`config.mk`:
```
export PLATFORM = sky130hd
export DESIGN_NAME = button_debounce
export DESIGN_NICKNAME = d
export VERILOG_FILES = /design/src/rtl/button_debounce.sv
export SDC_FILE = /design/constraint.sdc
export NUM_CORES = 1
export LEC_CHECK = 0
export BUFFER_PORTS_ARGS = -buffer_cell sky130_fd_sc_hd__buf_2
export CAP_MARGIN = 20
export CORE_MARGIN = 4
export CORE_UTILIZATION = 39
export DETAILED_ROUTE_END_ITERATION = 8
export PLACE_DENSITY_LB_ADDON = 0.05
export SLEW_MARGIN = 20
export SYNTH_ARGS = -nofsm -noshare
export SYNTH_HDL_FRONTEND = slang
export SYNTH_SLANG_ARGS = --single-unit
```
`constraint.sdc`:
```
create_clock -name Clk -period 6.65 [get_ports Clk]
set_input_delay 0.9975 -clock Clk [delete_from_list [all_inputs] [get_ports Clk]]
set_output_delay 0.9975 -clock Clk [all_outputs]
set_load 0.01 [all_outputs]
```
`src/rtl/button_debounce.sv`:
```
// button_debounce
// Debounces already-synchronized key levels and turns each physical press
// into exactly one press strobe, one release strobe, and (optionally) a
// train of auto-repeat strobes while the key stays held.
//
// Ports
//   Clk           : system clock, all state updates on the rising edge
//   Reset         : asynchronous, active-high; clears all channels
//   raw_in        : synchronized key levels, polarity set by ACTIVE_LOW
//   level_out     : debounced pressed state, 1 = pressed
//   press_pulse   : one-cycle strobe when level_out rises
//   release_pulse : one-cycle strobe when level_out falls
//   repeat_pulse  : one-cycle auto-repeat strobe while held
//
// Per-channel states
//   state             | meaning
//   S_RELEASED        | key accepted as released, level_out = 0
//   S_CONFIRM_PRESS   | counting agreeing pressed samples
//   S_HELD            | key accepted as pressed, repeat timer running
//   S_CONFIRM_RELEASE | counting agreeing released samples, level_out = 1

module button_debounce #(
   parameter int NUM_BTN       = 4,
   parameter int ACTIVE_LOW    = 1,
   parameter int STABLE_CYCLES = 50000,
   parameter int REPEAT_DELAY  = 0,
   parameter int REPEAT_PERIOD = 5000000
) (
   input  logic               Clk,
   input  logic               Reset,
   input  logic [NUM_BTN-1:0] raw_in,
   output logic [NUM_BTN-1:0] level_out,
   output logic [NUM_BTN-1:0] press_pulse,
   output logic [NUM_BTN-1:0] release_pulse,
   output logic [NUM_BTN-1:0] repeat_pulse
);

   localparam int STW     = $clog2(STABLE_CYCLES + 1);
   localparam int RPT_MAX = (REPEAT_DELAY > REPEAT_PERIOD) ? REPEAT_DELAY : REPEAT_PERIOD;
   localparam int RW      = $clog2(RPT_MAX + 1);

   localparam logic [STW-1:0] CNT_LAST = STW'(STABLE_CYCLES - 1);
   // Repeat timer is a down-counter: loaded so that it hits zero on the
   // edge that should emit the strobe, then reloaded with the period.
   localparam logic [RW-1:0]  RPT_FIRST  = (REPEAT_DELAY > 0) ? RW'(REPEAT_DELAY - 1) : '0;
   localparam logic [RW-1:0]  RPT_RELOAD = RW'(REPEAT_PERIOD - 1);
   localparam logic           POL        = (ACTIVE_LOW != 0);

   typedef enum logic [1:0] {
      S_RELEASED,
      S_CONFIRM_PRESS,
      S_HELD,
      S_CONFIRM_RELEASE
   } state_t;

   for (genvar i = 0; i < NUM_BTN; i++) begin : g_ch
      state_t         state_q, state_d;
      logic [STW-1:0] cnt_q, cnt_d;
      logic [RW-1:0]  rpt_q, rpt_d;
      logic           level_q, level_d;
      logic           press_q, press_d;
      logic           release_q, release_d;
      logic           repeat_q, repeat_d;
      logic           p;

      assign p = raw_in[i] ^ POL;

      always_comb begin
         state_d   = state_q;
         cnt_d     = cnt_q;
         rpt_d     = rpt_q;
         level_d   = level_q;
         press_d   = 1'b0;
         release_d = 1'b0;
         repeat_d  = 1'b0;
         case (state_q)
            S_RELEASED: begin
               level_d = 1'b0;
               if (p) begin
                  state_d = S_CONFIRM_PRESS;
                  cnt_d   = STW'(1);
               end else begin
                  cnt_d   = '0;
               end
            end
            S_CONFIRM_PRESS: begin
               if (!p) begin
                  state_d = S_RELEASED;
                  cnt_d   = '0;
               end else if (cnt_q == CNT_LAST) begin
                  state_d = S_HELD;
                  cnt_d   = '0;
                  rpt_d   = RPT_FIRST;
                  level_d = 1'b1;
                  press_d = 1'b1;
               end else begin
                  cnt_d   = cnt_q + STW'(1);
               end
            end
            S_HELD: begin
               level_d = 1'b1;
               if (!p) begin
                  state_d = S_CONFIRM_RELEASE;
                  cnt_d   = STW'(1);
               end else if (REPEAT_DELAY > 0) begin
                  if (rpt_q == '0) begin
                     repeat_d = 1'b1;
                     rpt_d    = RPT_RELOAD;
                  end else begin
                     rpt_d    = rpt_q - RW'(1);
                  end
               end
            end
            S_CONFIRM_RELEASE: begin
               // Repeat timer deliberately frozen here so a release glitch
               // does not restart the repeat cadence.
               level_d = 1'b1;
               if (p) begin
                  state_d = S_HELD;
                  cnt_d   = '0;
               end else if (cnt_q == CNT_LAST) begin
                  state_d   = S_RELEASED;
                  cnt_d     = '0;
                  level_d   = 1'b0;
                  release_d = 1'b1;
               end else begin
                  cnt_d     = cnt_q + STW'(1);
               end
            end
            default: begin
               state_d = S_RELEASED;
               cnt_d   = '0;
               level_d = 1'b0;
            end
         endcase
      end

      always_ff @(posedge Clk or posedge Reset) begin
         if (Reset) begin
            state_q   <= S_RELEASED;
            cnt_q     <= '0;
            rpt_q     <= '0;
            level_q   <= 1'b0;
            press_q   <= 1'b0;
            release_q <= 1'b0;
            repeat_q  <= 1'b0;
         end else begin
            state_q   <= state_d;
            cnt_q     <= cnt_d;
            rpt_q     <= rpt_d;
            level_q   <= level_d;
            press_q   <= press_d;
            release_q <= release_d;
            repeat_q  <= repeat_d;
         end
      end

      assign level_out[i]     = level_q;
      assign press_pulse[i]   = press_q;
      assign release_pulse[i] = release_q;
      assign repeat_pulse[i]  = repeat_q;
   end

endmodule

```
==> summary.md, run 1 <==
| Metric | Value |
|---|---|
| 1st-iter DRT viols | `290` |
| Highest clock rate | `397 MHz` |
| Area delta synth->final | `8.57%` |
| Power Density | `330 nW/um^2` |
| Hold_sp | `g_ch[3].cnt_q[1]` |
| Crit-path slowest cell | `nor4_2` |
| Count of final hold-check violations | `0` |
| Clk root buf | `clkbuf_16` |
| WP data arrival | `2720 ps` |
| Top FF cell, synth | `dfrtp_1` |
| Vias per std cell | `5.45` |
| Hold EP | `g_ch[3].cnt_q[1]` |
| Gate Count Post-Synth | `570` |
| Leakage | `2.45 nW` |
| Area after DPL | `5220 um^2` |
| Tcrit/Tclk final | `0.378` |
| Antenna cells | `0` |
| Fillers | `1290` |
| Hold_buf cts | `0` |
| Layout Cells excl Fill | `747` |
| CTS Buffer Depth | `2` |
| Result of the run | `complete, no violations` |
| Sum Neg Setup Slack | `0 ps` |
| Average size of a mapped cell | `8.94 um^2` |
| Max rail drop VDD | `0.000155 V` |
| RSZ-0062 raised after global routing | `false` |
| Worst clock skew | `5.95 ps` |
| Met1 usage | `0.216` |
| R2R Path End | `g_ch[2].cnt_q[9]` |
| CTS sink count | `84` |
| Crit-path max cell delay | `580 ps` |
| Chip Height | `122 um` |
| Nets | `600` |
| H-tree depth | `3` |
| Antenna violations before repair | `0` |
| CP most frequent cell | `nor2_1` |
| Initial Util | `0.400` |
| WHS | `513 ps` |
| Drt total wl | `10.6 mm` |
| Max Slew Vio Count | `0` |
| Reg-to-Reg Start | `g_ch[2].cnt_q[5]` |
| FF+latch area | `2100 um^2` |
| Crit path cell chain | `or4b_1 -> nor4_2 -> nor2_1 -> nor2_1 -> nor2_1` |
| Maxcap violations | `0` |
| EDFF count, synth | `0` |
| DP Cell Count | `731` |
| Synth unique cells | `61` |
| Relative slew slack | `0.391` |
| Core Region | `12700 um^2` |
| CP Data Required Time | `6860 ps` |
| Hold path depth | `2` |
| Clk slew on worst S/H paths | `60 ps` |
| Design Power | `1.82 mW` |
| Num CTS Buffers | `9` |
| Drt first pass iters | `7` |
| Die area | `15000 um^2` |
| Vias in the first global route | `3908` |
| Hold WC Path Type | `flip-flop to flip-flop` |
| Setup Crit Path Kind | `flip-flop to flip-flop` |
| Yosys reg bits | `84` |
| Clk Latency, worst-skew pair | `340 ps` |
| Final instance area | `5530 um^2` |
| Post-synth ARST share | `1.00` |
| Setup violations, final | `0` |
| First-pass GRT wire length | `19.0 mm` |
| Endpoint class of the critical path | `flip-flop` |
| Grt met3 use | `0.0410` |
| Cell row count | `41` |
| Setup Buffers After CTS | `0` |
| Post-DP HPWL | `7.31 mm` |
| Synth Cell Area | `5090 um^2` |
| GRT busiest layer | `met2` |
| Global route overflow | `0` |
| Ports | `22` |
| Post-cts sizing count | `0` |
| Share of cells above drive strength 1 | `0.0887` |
| Gr usage total | `0.156` |
| DR vias | `4074` |
| GR Util met2 | `0.240` |
| Ys Warns | `0` |
| Wire per inst | `14.2 um` |
| Seq/Total Area, Yosys | `0.413` |
| Multi-input gate area | `2730 um^2` |
| RD Place Congestion | `0.796` |
| Worst R2R Setup Slack | `4130 ps` |
| DRC | `0` |
| Port-buffer cells | `17` |
| Post-DRT Antenna Nets | `0` |
| Largest net degree at the start of global routing | `79` |
| Worst-Margin Slew | `911 ps` |
| R2R depth | `5` |
| CTS tree | `built` |
| Worst Path Max Fanout | `7` |
| DIE WIDTH | `122 um` |
| Crit start category | `flip-flop` |
| Crit path time final | `2520 ps` |
routing by layer:
layer / wire [um] / part of all wire
met4: 92 / 0.0087
met1: 5260 / 0.50
met3: 322 / 0.030
met2: 4910 / 0.46
met5: 0 / 0
worst max path at each step:
stage	slack [ps]	to	cells past startpoint	from
final	4130	g_ch[2].cnt_q[9]	5	g_ch[2].cnt_q[5]
after global routing	3860	g_ch[2].cnt_q[9]	6	g_ch[2].cnt_q[0]
after CTS	4120	g_ch[2].cnt_q[9]	5	g_ch[2].cnt_q[5]
after detailed placement	3950	g_ch[3].cnt_q[8]	4	raw_in[3]
after global placement	4000	g_ch[3].cnt_q[4]	5	raw_in[3]
after floorplan	3490	asynchronous set/reset pin	1	Reset
placed cells by master (no fill, tap or decap), drive strengths merged, types with 14 or more instances in the layout:
cell type and n:
nand2 45, inv 20, o21ai 40, a21o 16
xor2 14, buf 19, dfrtp 84, ha 24
and3 14, a21oi 19, nor2 63, nand3 36
nand4 14, nor3 15
final cells by class:
cell class	count	share of cell area
clock buffers	10	0.0432
clock inverters	6	0.0115
inverters	21	0.0145
multi-input cells	435	0.493
flip-flops and latches	84	0.380
well taps	172	0.0389
repair buffers	19	0.0188
power breakdown:
part	total [mW]	switching, mW	internal (mW)	leakage [nW]
logic	0.683	0.412	0.272	1.16
clock network	0.506	0.206	0.300	0.144
registers	0.634	0.0606	0.573	1.14
state kept, by name, indices dropped and copies added, names as in the netlist, named ones only:
signal,cells
g_ch.state_q,4
g_ch.level_q,4
g_ch.cnt_q,64
g_ch.release_q,4
g_ch.press_q,4
worst max-delay path: cells and delay by family (launching register included):
family,cells,cell delay [ps]
DFF,1,440
and+or+nand+nor,5,1940
through the flow:
stage | worst slack (ps) | utilization
after floorplan | 3490 | -
after global placement | 4000 | 0.411
after detailed placement | 3950 | 0.411
after CTS | 4120 | 0.434
after global routing | 3860 | 0.435
final | 4130 | 0.435
Yosys cell counts (14+ instances only):
cell	number	area share
a21o_1	16	0.024
a21oi_1	19	0.019
and3_1	14	0.017
buf_4	17	0.025
dfrtp_1	84	0.41
ha_1	24	0.059
inv_1	21	0.015
nand2_1	44	0.032
nand3_1	36	0.035
nand4_1	14	0.017
nor2_1	62	0.046
nor3_1	15	0.015
o21ai_0	34	0.033
xor2_1	14	0.024
cell families (layout without fill, tap and decap cells):
logic type / Yosys count / in the layout / share of synthesized area
xor+xnor: 17 / 17 / 0.0292
compound gates: 118 / 118 / 0.148
fa+ha+maj: 24 / 24 / 0.0590
other cells: 1 / 4 / 0.000736
flops: 84 / 84 / 0.413
simple gates: 263 / 263 / 0.278
buf+inv: 54 / 56 / 0.0543
mux: 9 / 9 / 0.0182
No activity file was read; power rests on OpenSTA's default activity.
==> run 2, diff against run 1 <==
- clock period: 6.65 -> 2.5 ns (I/O delays scaled with it)
==> summary.md, run 2 (synthesized netlist as in run 1, its figures left out) <==
| Metric | Value |
|---|---|
| Result of the run | `complete, no violations` |
| Area delta synth->final | `10.2%` |
| Crit start category | `flip-flop` |
| Cell row count | `41` |
| Hold WC Path Type | `input port to asynchronous set/reset pin` |
| WP data arrival | `2540 ps` |
| Area after DPL | `5310 um^2` |
| Wire per inst | `14.1 um` |
| Most common cell after layout, fill and taps aside | `dfrtp_1` |
| Crit path time final | `2320 ps` |
| Count of final hold-check violations | `0` |
| Relative slew slack | `0.451` |
| DIE WIDTH | `122 um` |
| Maxcap violations | `0` |
| H-tree depth | `3` |
| Vias in the first global route | `3961` |
| Vias per std cell | `5.43` |
| Post-cts sizing count | `0` |
| Final WS setup | `177 ps` |
| Cell Int Power | `3.10 mW` |
| Antenna violations before repair | `0` |
| Worst Path Max Fanout | `10` |
| Power Density | `870 nW/um^2` |
| Switching Share | `0.364` |
| Sum Neg Setup Slack | `0 ps` |
| Max rail drop VDD | `0.000456 V` |
| Endpoint class of the critical path | `flip-flop` |
| Sw Pwr | `1.78 mW` |
| R2R depth | `5` |
| RD Place Congestion | `0.787` |
| Fillers | `1289` |
| Leakage | `2.49 nW` |
| Multi-input gate area | `2730 um^2` |
| Clock Power Share | `0.280` |
| Initial Util | `0.400` |
| Highest clock rate | `431 MHz` |
| Most frequent cells in the layout | `dfrtp_1, nor2_1, nand2_1, nand3_1, o21ai_0` |
| Chip Height | `122 um` |
| Drt first pass iters | `5` |
| FF+latch area | `2100 um^2` |
| Sequential power share | `0.345` |
| Gr usage total | `0.152` |
| Final instance area | `5610 um^2` |
| Num CTS Buffers | `9` |
| Worst R2R Setup Slack | `180 ps` |
| Setup Crit Path Kind | `flip-flop to flip-flop` |
| Hold_buf cts | `0` |
| Drt total wl | `10.7 mm` |
| CTS sink count | `84` |
| Clk slew on worst S/H paths | `70 ps` |
| Post-DRT Antenna Nets | `0` |
| Reg-to-Reg Start | `g_ch[0].cnt_q[5]` |
| Antenna cells | `0` |
| RSZ-0062 raised after global routing | `false` |
| Global route overflow | `0` |
| 1st-iter DRT viols | `240` |
| Die area | `15000 um^2` |
| Nets | `609` |
| First-pass GRT wire length | `18.5 mm` |
| Max Slew Vio Count | `0` |
| Share of cells above drive strength 1 | `0.0993` |
| CTS tree | `built` |
| CP Data Required Time | `2720 ps` |
| Worst clock skew | `9.34 ps` |
| DR vias | `4105` |
| Worst-Margin Slew | `821 ps` |
| Post-DP HPWL | `7.60 mm` |
| Setup violations, final | `0` |
| Tcrit/Tclk final | `0.929` |
| Largest register by flop count | `g_ch.cnt_q` |
| Worst slack, placed | `192 ps` |
| Logic pwr share | `0.376` |
| Largest net degree at the start of global routing | `43` |
| DRC | `0` |
| Port-buffer cells | `17` |
| CTS Buffer Depth | `2` |
| Clk Latency, worst-skew pair | `340 ps` |
| Ports | `22` |
| R2R Path End | `g_ch[0].cnt_q[6]` |
| Largest register FFs | `64` |
| Setup Buffers After CTS | `0` |
| Core Region | `12700 um^2` |
| Design Power | `4.88 mW` |
| Clk root buf | `clkbuf_16` |
run 2: power groups by stage:
stage / Combinational (mW) / Clock, mW / Sequential (mW)
2_1_floorplan: 1.50 / 0 / 1.67
3_3_place_gp: 1.82 / 0 / 1.70
3_5_place_dp: 1.84 / 0 / 1.71
4_1_cts: 1.86 / 1.42 / 1.68
5_1_grt: 2.11 / 1.46 / 1.71
6_report: 1.83 / 1.36 / 1.68
run 2: layout make-up:
class                   instances  area share
clock inverters                 3     0.00803
inverters                      21      0.0147
flip-flops and latches         84       0.375
repair buffers                 28      0.0321
well taps                     172      0.0383
clock buffers                  13      0.0464
multi-input cells             435       0.486
run 2: worst max path at each step:
stage                                    to             start  cells past startpoint
after floorplan           g_ch[0].cnt_q[12]  g_ch[0].cnt_q[5]                      7
after global placement     g_ch[0].cnt_q[5]  g_ch[0].cnt_q[5]                      5
after detailed placement   g_ch[0].cnt_q[6]  g_ch[0].cnt_q[5]                      5
after CTS                  g_ch[0].cnt_q[6]  g_ch[0].cnt_q[5]                      5
after global routing      g_ch[3].cnt_q[10]  g_ch[3].cnt_q[0]                      7
final                      g_ch[0].cnt_q[6]  g_ch[0].cnt_q[5]                      5
run 2: metrics by stage:
stage,hold slack (ps),instances,util
2_1_floorplan,467,573,-
3_3_place_gp,492,740,0.417
3_5_place_dp,496,740,0.417
4_1_cts,213,756,0.441
5_1_grt,242,756,0.441
6_report,181,756,0.441
run 2: metal layers:
layer	track usage	wire length [um]	vias to the layer above
met4	0.0455	136	0
met1	0.199	5180	1970
li1	-	-	2060
met2	0.245	4940	63
met5	0	0	-
met3	0.0452	426	12
run 2: critical path: stages, from the launching register on:
cell     delay [ps]
dfrtp_1         420
or4b_1          520
or4_1           690
nand2_2         240
o21ai_1         100
a22o_1          240
